File: src/rtl/tdsp_sample_dma.sv
// rtl/tdsp_sample_dma.sv - sample-capture DMA into ping-pong sample RAM (option: TDSP_SAMPLE_DMA_HALF_IRQ_EN adds half_done)
module tdsp_sample_dma #(
  parameter int DATA_WIDTH = 8,
  parameter int FIFO_DEPTH = 4,
  parameter int IDX_BITS   = 7
) (
  input  logic                  clk,
  input  logic                  reset,
  input  logic                  dma_enable,
  input  logic                  sample_valid,
  input  logic [DATA_WIDTH-1:0] sample_data,
  output logic                  sample_ready,
  output logic                  bus_request,
  input  logic                  bus_grant,
  output logic                  dma_write,
  output logic [IDX_BITS:0]     dma_address,
  output logic [DATA_WIDTH-1:0] dma_data,
  output logic                  top_buf_flag,
  output logic                  buf_done,
  output logic                  overrun,
  input  logic                  overrun_clr
`ifdef TDSP_SAMPLE_DMA_HALF_IRQ_EN
  ,
  output logic                  half_done
`endif
);

  localparam int PTR_BITS = $clog2(FIFO_DEPTH);
  localparam int CNT_BITS = PTR_BITS + 1;

  typedef enum logic [1:0] {IDLE, REQ, XFER} state_t;

  state_t                state;
  state_t                state_next;
  logic [DATA_WIDTH-1:0] fifo_mem [FIFO_DEPTH];
  logic [PTR_BITS-1:0]   wr_ptr;
  logic [PTR_BITS-1:0]   rd_ptr;
  logic [CNT_BITS-1:0]   count;
  logic [CNT_BITS-1:0]   count_after;
  logic                  ready_en;
  logic [IDX_BITS-1:0]   wr_idx;
  logic                  full;
  logic                  empty;
  logic                  push;
  logic                  pop;
  logic                  drop;
  logic                  last_idx;

  // ready_en holds sample_ready low until the first clock after reset release
  assign full         = (count == CNT_BITS'(FIFO_DEPTH));
  assign empty        = (count == '0);
  assign sample_ready = ready_en && !full;
  assign push         = sample_valid && sample_ready;
  assign drop         = sample_valid && ready_en && full;
  assign pop          = (state == XFER);
  assign count_after  = count + CNT_BITS'(push) - CNT_BITS'(pop);
  assign last_idx     = &wr_idx;
  assign dma_address  = {top_buf_flag, wr_idx};
  assign dma_data     = dma_write ? fifo_mem[rd_ptr] : '0;

  // FIFO storage; contents are don't-care once the pointers are reset
  always_ff @(posedge clk) begin
    if (push) fifo_mem[wr_ptr] <= sample_data;
  end

  // FIFO pointers, write index, buffer half flag and status flags
  always_ff @(posedge clk or posedge reset) begin
    if (reset) begin
      ready_en     <= 1'b0;
      wr_ptr       <= '0;
      rd_ptr       <= '0;
      count        <= '0;
      wr_idx       <= '0;
      top_buf_flag <= 1'b0;
      buf_done     <= 1'b0;
      overrun      <= 1'b0;
    end else begin
      ready_en <= 1'b1;
      count    <= count_after;
      if (push) wr_ptr <= wr_ptr + 1'b1;
      if (pop) begin
        rd_ptr <= rd_ptr + 1'b1;
        wr_idx <= wr_idx + 1'b1;
        if (last_idx) top_buf_flag <= ~top_buf_flag;
      end
      buf_done <= pop && last_idx;
      // a drop in the same cycle as a clear wins
      if (drop) overrun <= 1'b1;
      else if (overrun_clr) overrun <= 1'b0;
    end
  end

`ifdef TDSP_SAMPLE_DMA_HALF_IRQ_EN
  // mid-half pulse after the write to the last index of the lower quarter-range
  always_ff @(posedge clk or posedge reset) begin
    if (reset) half_done <= 1'b0;
    else       half_done <= pop && (wr_idx == IDX_BITS'(2 ** (IDX_BITS - 1) - 1));
  end
`endif

  // state register
  always_ff @(posedge clk or posedge reset) begin
    if (reset) state <= IDLE;
    else       state <= state_next;
  end

  // next state and bus outputs; an XFER always completes once entered
  always_comb begin
    state_next  = state;
    bus_request = 1'b0;
    dma_write   = 1'b0;
    case (state)
      IDLE: begin
        if (!empty && dma_enable) state_next = REQ;
      end
      REQ: begin
        bus_request = 1'b1;
        if (!dma_enable)    state_next = IDLE;
        else if (bus_grant) state_next = XFER;
      end
      XFER: begin
        bus_request = 1'b1;
        dma_write   = 1'b1;
        if ((count_after != '0) && dma_enable) state_next = REQ;
        else                                   state_next = IDLE;
      end
      default: state_next = IDLE;
    endcase
  end

endmodule

File: config.mk
export PLATFORM = sky130hd
export DESIGN_NAME = tdsp_sample_dma
export DESIGN_NICKNAME = d
export VERILOG_FILES = /design/src/rtl/tdsp_sample_dma.sv
export SDC_FILE = /design/constraint.sdc
export NUM_CORES = 1
export LEC_CHECK = 0
export ABC_AREA = 0
export BUFFER_PORTS_ARGS = -buffer_cell sky130_fd_sc_hd__buf_2
export CORE_MARGIN = 2
export CORE_UTILIZATION = 59
export DETAILED_ROUTE_END_ITERATION = 7
export HOLD_SLACK_MARGIN = 0.06
export PLACE_DENSITY = 0.83
export SETUP_SLACK_MARGIN = 0.5
export SLEW_MARGIN = 25
export SYNTH_ARGS = -nofsm -noshare
export SYNTH_HDL_FRONTEND = slang
export SYNTH_SLANG_ARGS = --single-unit
File: constraint.sdc
create_clock -name clk -period 3.6 [get_ports clk]
set_input_delay 0.54 -clock clk [delete_from_list [all_inputs] [get_ports clk]]
set_output_delay 0.54 -clock clk [all_outputs]
set_load 0.02 [all_outputs]
After elaboration in Yosys (flattened, before gate mapping):

Memories as Yosys holds them, arrays and structs flattened.
Index checks and enable logic that the tools add are counted.

* output and inout port bits: 22
* bits of input ports: 14
* memory bits (writable): 32
* register bits after elaboration: 20
* memories: 1

* bitwise operators: 1
* reductions and logical operators: 17
* add/subtract/negate cells: 5
* eq/ne operators: 5
* multiplexer cells: 12

Memories
* fifo_mem: words 4, width 8, rd ports 1, clocked after Yosys merged registers in 0, write ports 1, RTL line 35 `logic [DATA_WIDTH-1:0] fifo_mem [FIFO_DEPTH];`

Operators by type and width (number)
* two-way mux 8 bit: 1
* AND reduction 8 bit: 1
* adder 7 x 1 -> 7 bit (second input constant): 1
* logical AND 1 bit: 7
* two-way mux 1 bit: 7
* AND reduction 7 bit: 1
* two-way mux 2 bit: 3
* one-hot mux 2 bit (3 select lines): 1
* adder 2 x 1 -> 2 bit (second input constant): 2
* adder 3 x 1 -> 3 bit: 1
* equality test 3 bit (second input constant): 1
* logical NOT 3 bit: 1
* inequality test 3 bit (second input constant): 1
* nonzero test 3 bit: 1
* subtractor 3 x 1 -> 3 bit: 1
* equality test 2 x 1 -> 1 bit (second input constant): 1
* equality test 2 bit (second input constant): 1
* logical NOT 1 bit: 2
* logical NOT 2 bit: 1
* inequality test 2 bit (second input constant): 1
* AND reduction 2 bit: 1
* nonzero test 2 bit: 1
* OR reduction 2 bit: 1
* NOT 1 bit: 1

Depth between registers and ports, before layout:

* word-level depth: 10
* mapped depth: 10
* depth with buffers taken out: 10

Worst setup path after synthesis:

No wires, ideal clock.

* kind: input-to-reg
* from: input sample_valid
* to: register state[0]
* data arrival time: 2.234 ns
* stages: 10
* library setup time: 0.110 ns
* setup slack: 1.256 ns
* path buffers: 0
* cells stage by stage: nand2_1 > nor2b_4 > inv_1 > ha_1 > inv_1 > ha_1 > fa_1 > xnor3_1 > nor4_1 > o41ai_1

* cells in the longest elaborated chain, start to end: 7

Ends and longest elaborated chain
* start: declaration: RTL line 10 `input logic sample_valid,`
* logical AND 1 bit: RTL line 53 `assign push = sample_valid && sample_ready;`
* adder 3 x 1 -> 3 bit: RTL line 56 `assign count_after = count + CNT_BITS'(push) - CNT_BITS'(pop);`
* subtractor 3 x 1 -> 3 bit: RTL line 56
* net count_after[2]: RTL line 39 `logic [CNT_BITS-1:0] count_after;`
* nonzero test 3 bit: RTL line 124 `if ((count_after != '0) && dma_enable) state_next = REQ;`
* logical AND 1 bit: RTL line 124
* two-way mux 1 bit: RTL line 124
* one-hot mux 2 bit (3 select lines): RTL line 112 `case (state)`
* end signal: assignment: RTL line 104 `else state <= state_next;`
* end: declaration: RTL line 33 `state_t state;`

The timed path passes the listed nets, and every way through them passes these cells.
A chain may end at the register's enable or synchronous reset.

Worst setup path in the final report:

* from: register count[2]
* to: register state[0]

* cells in the longest elaborated chain, start to end: 10
* elaborated cells on any way between the ends: 15
* those cells by class: add/sub: 2; eq/ne: 2; mux: 2; reduce/logical: 9

Ends and longest elaborated chain
* start: declaration: RTL line 38 `logic [CNT_BITS-1:0] count;`
* start signal: assignment: RTL line 79 `count <= count_after;`
* equality test 3 bit: RTL line 50 `assign full = (count == CNT_BITS'(FIFO_DEPTH));`
* logical NOT 1 bit: RTL line 52 `assign sample_ready = ready_en && !full;`
* logical AND 1 bit: RTL line 52
* logical AND 1 bit: RTL line 53
* adder 3 x 1 -> 3 bit (*): RTL line 56
* subtractor 3 x 1 -> 3 bit (*): RTL line 56
* net count_after[2]: RTL line 39
* nonzero test 3 bit (*): RTL line 124
* logical AND 1 bit (*): RTL line 124
* two-way mux 1 bit (*): RTL line 124
* one-hot mux 2 bit (3 select lines) (*): RTL line 112

The timed path passes the listed nets; every way through them passes the cells marked *.

==> impl_metrics.json <==
{
  "status": "finished, final reports clean",
  "crit_type": "reg -> reg",
  "grt-ovfl-total": 0,
  "setup_viol": 0,
  "clkSlewWorstSetupHoldPaths_ns": 0.08,
  "clk_latency_ns": 0.29,
  "worstSetupStartpoint": "count[2]$_DFF_PP0_",
  "fin_crit_sh": 0.694,
  "yosysUniqueCellTypes": 34,
  "fmax_mhz": 400,
  "post-cts-setup-buffers": 0,
  "maxSlewHeadroom": 0.498,
  "cp-end-kind": "flop",
  "clockBufferDepth": 2,
  "hpwlAfterDp_mm": 2.44,
  "clockPowerShare": 0.209,
  "synth_top_area_frac": 0.427,
  "floorplan.rows": 22,
  "r2r_start": "count[2]$_DFF_PP0_",
  "worstPathArrival_ns": 2.69,
  "power_density_mw_per_mm2": 704,
  "maxCapViolations": 0,
  "drv_slew": 0,
  "peakVddDrop_mv": 0.447,
  "syn-cell-area_mm2": 0.00225,
  "pwr-share-comb": 0.309,
  "synth.yosys.warnings": 0,
  "final_cell_count_no_fill": 227,
  "cts_resized": 0,
  "fin_tns_setup_ns": 0,
  "pwr-share-seq": 0.482,
  "cts_tree": "done",
  "tightestPinTransition_ns": 0.752,
  "vias_per_cell": 5.37,
  "die_w_um": 65.8,
  "drt_iter0_markers": 65,
  "fin_crit_ns": 2.50,
  "p_sw_uw": 567,
  "die-area_mm2": 0.00433,
  "ys_seq_area_frac": 0.649,
  "intPower_uw": 1250,
  "hold_violations": 0,
  "synth.area.top_cells": "edfxtp_1 (43%), dfrtp_1 (22%), mux4_2 (8.0%), ha_1 (6.1%), and2_1 (2.2%)",
  "cp_max_fo": 7,
  "start_util": 0.615,
  "fillCellCount": 250,
  "ys_ff_latch": 52,
  "area_growth_syn_to_layout_pct": 14.5,
  "finClkSkew_ns": 0.00383,
  "drive_gt1_frac": 0.330,
  "multiInputGateArea_um2": 728,
  "cts_buffers": 5,
  "routed_wl_mm": 3.35,
  "rsz0062_at_grt": "false",
  "ios": 36,
  "dp.cells": 219,
  "root_buffer": "clkbuf_8",
  "yosys.area.top_type": "edfxtp_1",
  "wl_per_cell_um": 14.8,
  "seqCellArea_mm2": 0.00146,
  "cp.required_ns": 3.79,
  "grt_pass1_vias": 1248,
  "async_reset_ff_frac": 0.385,
  "synth_area_per_cell_um2": 16.1,
  "drtPass1Iterations": 4,
  "io_buffers": 35,
  "htreeDepth": 2,
  "ctsHoldBuffers": 0,
  "antenna_cells": 0,
  "ant_nets": 0,
  "design.core.area_mm2": 0.00366,
  "leakage_uw": 0.00112,
  "synth_ff_type": "edfxtp_1",
  "hold_class": "in -> async",
  "antenna_found_initial": 0,
  "grt_max_degree": 21,
  "finalNetCount": 204,
  "gp_congestion": 0.785,
  "synth_edf_count": 32,
  "grt_pass1_wl_mm": 5.65,
  "drc": 0,
  "die_h_um": 65.8,
  "syn_inst": 140,
  "swShare": 0.312,
  "start_kind": "flop",
  "clock_sinks": 52,
  "grt_usage": 0.179,
  "synth_nets": 166,
  "vias": 1219
}
## state kept, by name (all words and copies together) (netlist names)
| name | count |
|---|---|
| wr_ptr | 2 |
| top_buf_flag | 1 |
| overrun | 1 |
| rd_ptr | 2 |
| wr_idx | 7 |
| count | 3 |
| state | 2 |
| buf_done | 1 |
| fifo_mem | 32 |
| ready_en | 1 |
## synth_stat cells (2+ instances only)
cell type   n
and2_1      8
and2_2      5
clkbuf_1    3
dfrtp_1    20
edfxtp_1   32
ha_1       11
inv_1      10
mux4_2      8
nand2_1     4
nand3_1     2
nand4_1     3
nor2_1      4
xnor2_1     5
xor2_1      5
## routing by layer
layer	up-vias	global-route usage	share of wire
li1	574	-	-
met1	617	0.224	0.41
met2	26	0.304	0.54
met3	2	0.0531	0.050
met4	0	0.0469	0.0060
met5	-	0	0
## metrics by stage
step / hold WS, ns / setup slack, ns / total power [uW] / utilization / instance area (um^2)
2_1_floorplan: 0.504 / 1.26 / 1310 / - / 2250
3_3_place_gp: 0.471 / 1.12 / 1420 / 0.675 / 2470
3_5_place_dp: 0.480 / 1.03 / 1460 / 0.675 / 2470
4_1_cts: 0.392 / 1.08 / 1840 / 0.704 / 2580
5_1_grt: 0.423 / 0.956 / 1930 / 0.704 / 2580
6_report: 0.364 / 1.10 / 1810 / 0.704 / 2580
## kinds of logic (layout without fill, tap and decap cells)
kind of cell / Yosys count / after routing / share of synthesized area
fa+ha+maj: 12 / 12 / 0.0700
other cells: 1 / 1 / 0.00167
compound gates: 5 / 5 / 0.0161
xor+xnor: 11 / 11 / 0.0489
simple gates: 34 / 34 / 0.0951
buf+inv: 15 / 54 / 0.0272
mux: 10 / 10 / 0.0917
flops: 52 / 52 / 0.649
## cells in the final DEF (no fill, tap or decap)
cell type	count
a21oi_1	1
and2_1	8
and2_2	5
and3b_1	1
buf_2	35
buf_4	1
bufinv_16	1
clkbuf_1	1
clkbuf_8	5
clkinv_2	1
conb_1	1
dfrtp_1	20
edfxtp_1	32
fa_1	1
ha_1	11
inv_1	10
mux2_2	1
mux2_4	1
mux4_2	8
nand2_1	4
nand3_1	2
nand4_1	3
nand4b_1	1
nor2_1	4
nor2b_1	1
nor2b_4	1
nor4_1	1
nor4b_1	1
o22ai_1	1
o2bb2ai_1	1
o31ai_1	1
o41ai_1	1
or3_1	1
or3b_1	1
xnor2_1	5
xnor3_1	1
xor2_1	5
## layout make-up
class,count,area share
repair buffers,36,0.0709
well taps,48,0.0233
flip-flops and latches,52,0.567
clock inverters,2,0.0136
multi-input cells,73,0.283
inverters,10,0.0146
clock buffers,6,0.0282
## power by group through the flow
stage	clock network [uW]	registers (uW)	logic (uW)
final	378	875	560
after global routing	410	898	619
after CTS	385	879	571
after detailed placement	0	894	566
after global placement	0	882	540
after floorplan	0	851	455
## worst paths after layout
kind	endpoint	slack [ns]	depth (start not counted)
min in group clk	overrun$_DFFE_PP0P_	0.44	2
max in group asynchronous	wr_ptr[1]$_DFFE_PP0P_	2.76	2
setup reg to reg	state[0]$_DFFE_PP0P_	1.10	10
hold reg to reg	top_buf_flag$_DFFE_PP0P_	0.49	1
hold / removal	wr_idx[0]$_DFFE_PP0N_	0.36	2
setup / recovery	state[0]$_DFFE_PP0P_	1.10	10
## worst max-delay path, cell delays in order (launching register included)
cell and delay (ns):
dfrtp_1 0.42, or3b_1 0.22, nor2b_4 0.23, inv_1 0.07
ha_1 0.27, inv_1 0.04, ha_1 0.18, fa_1 0.37
xnor3_1 0.23, nor4_1 0.05, o41ai_1 0.31
Note: power is estimated with default switching activity, not from simulation.
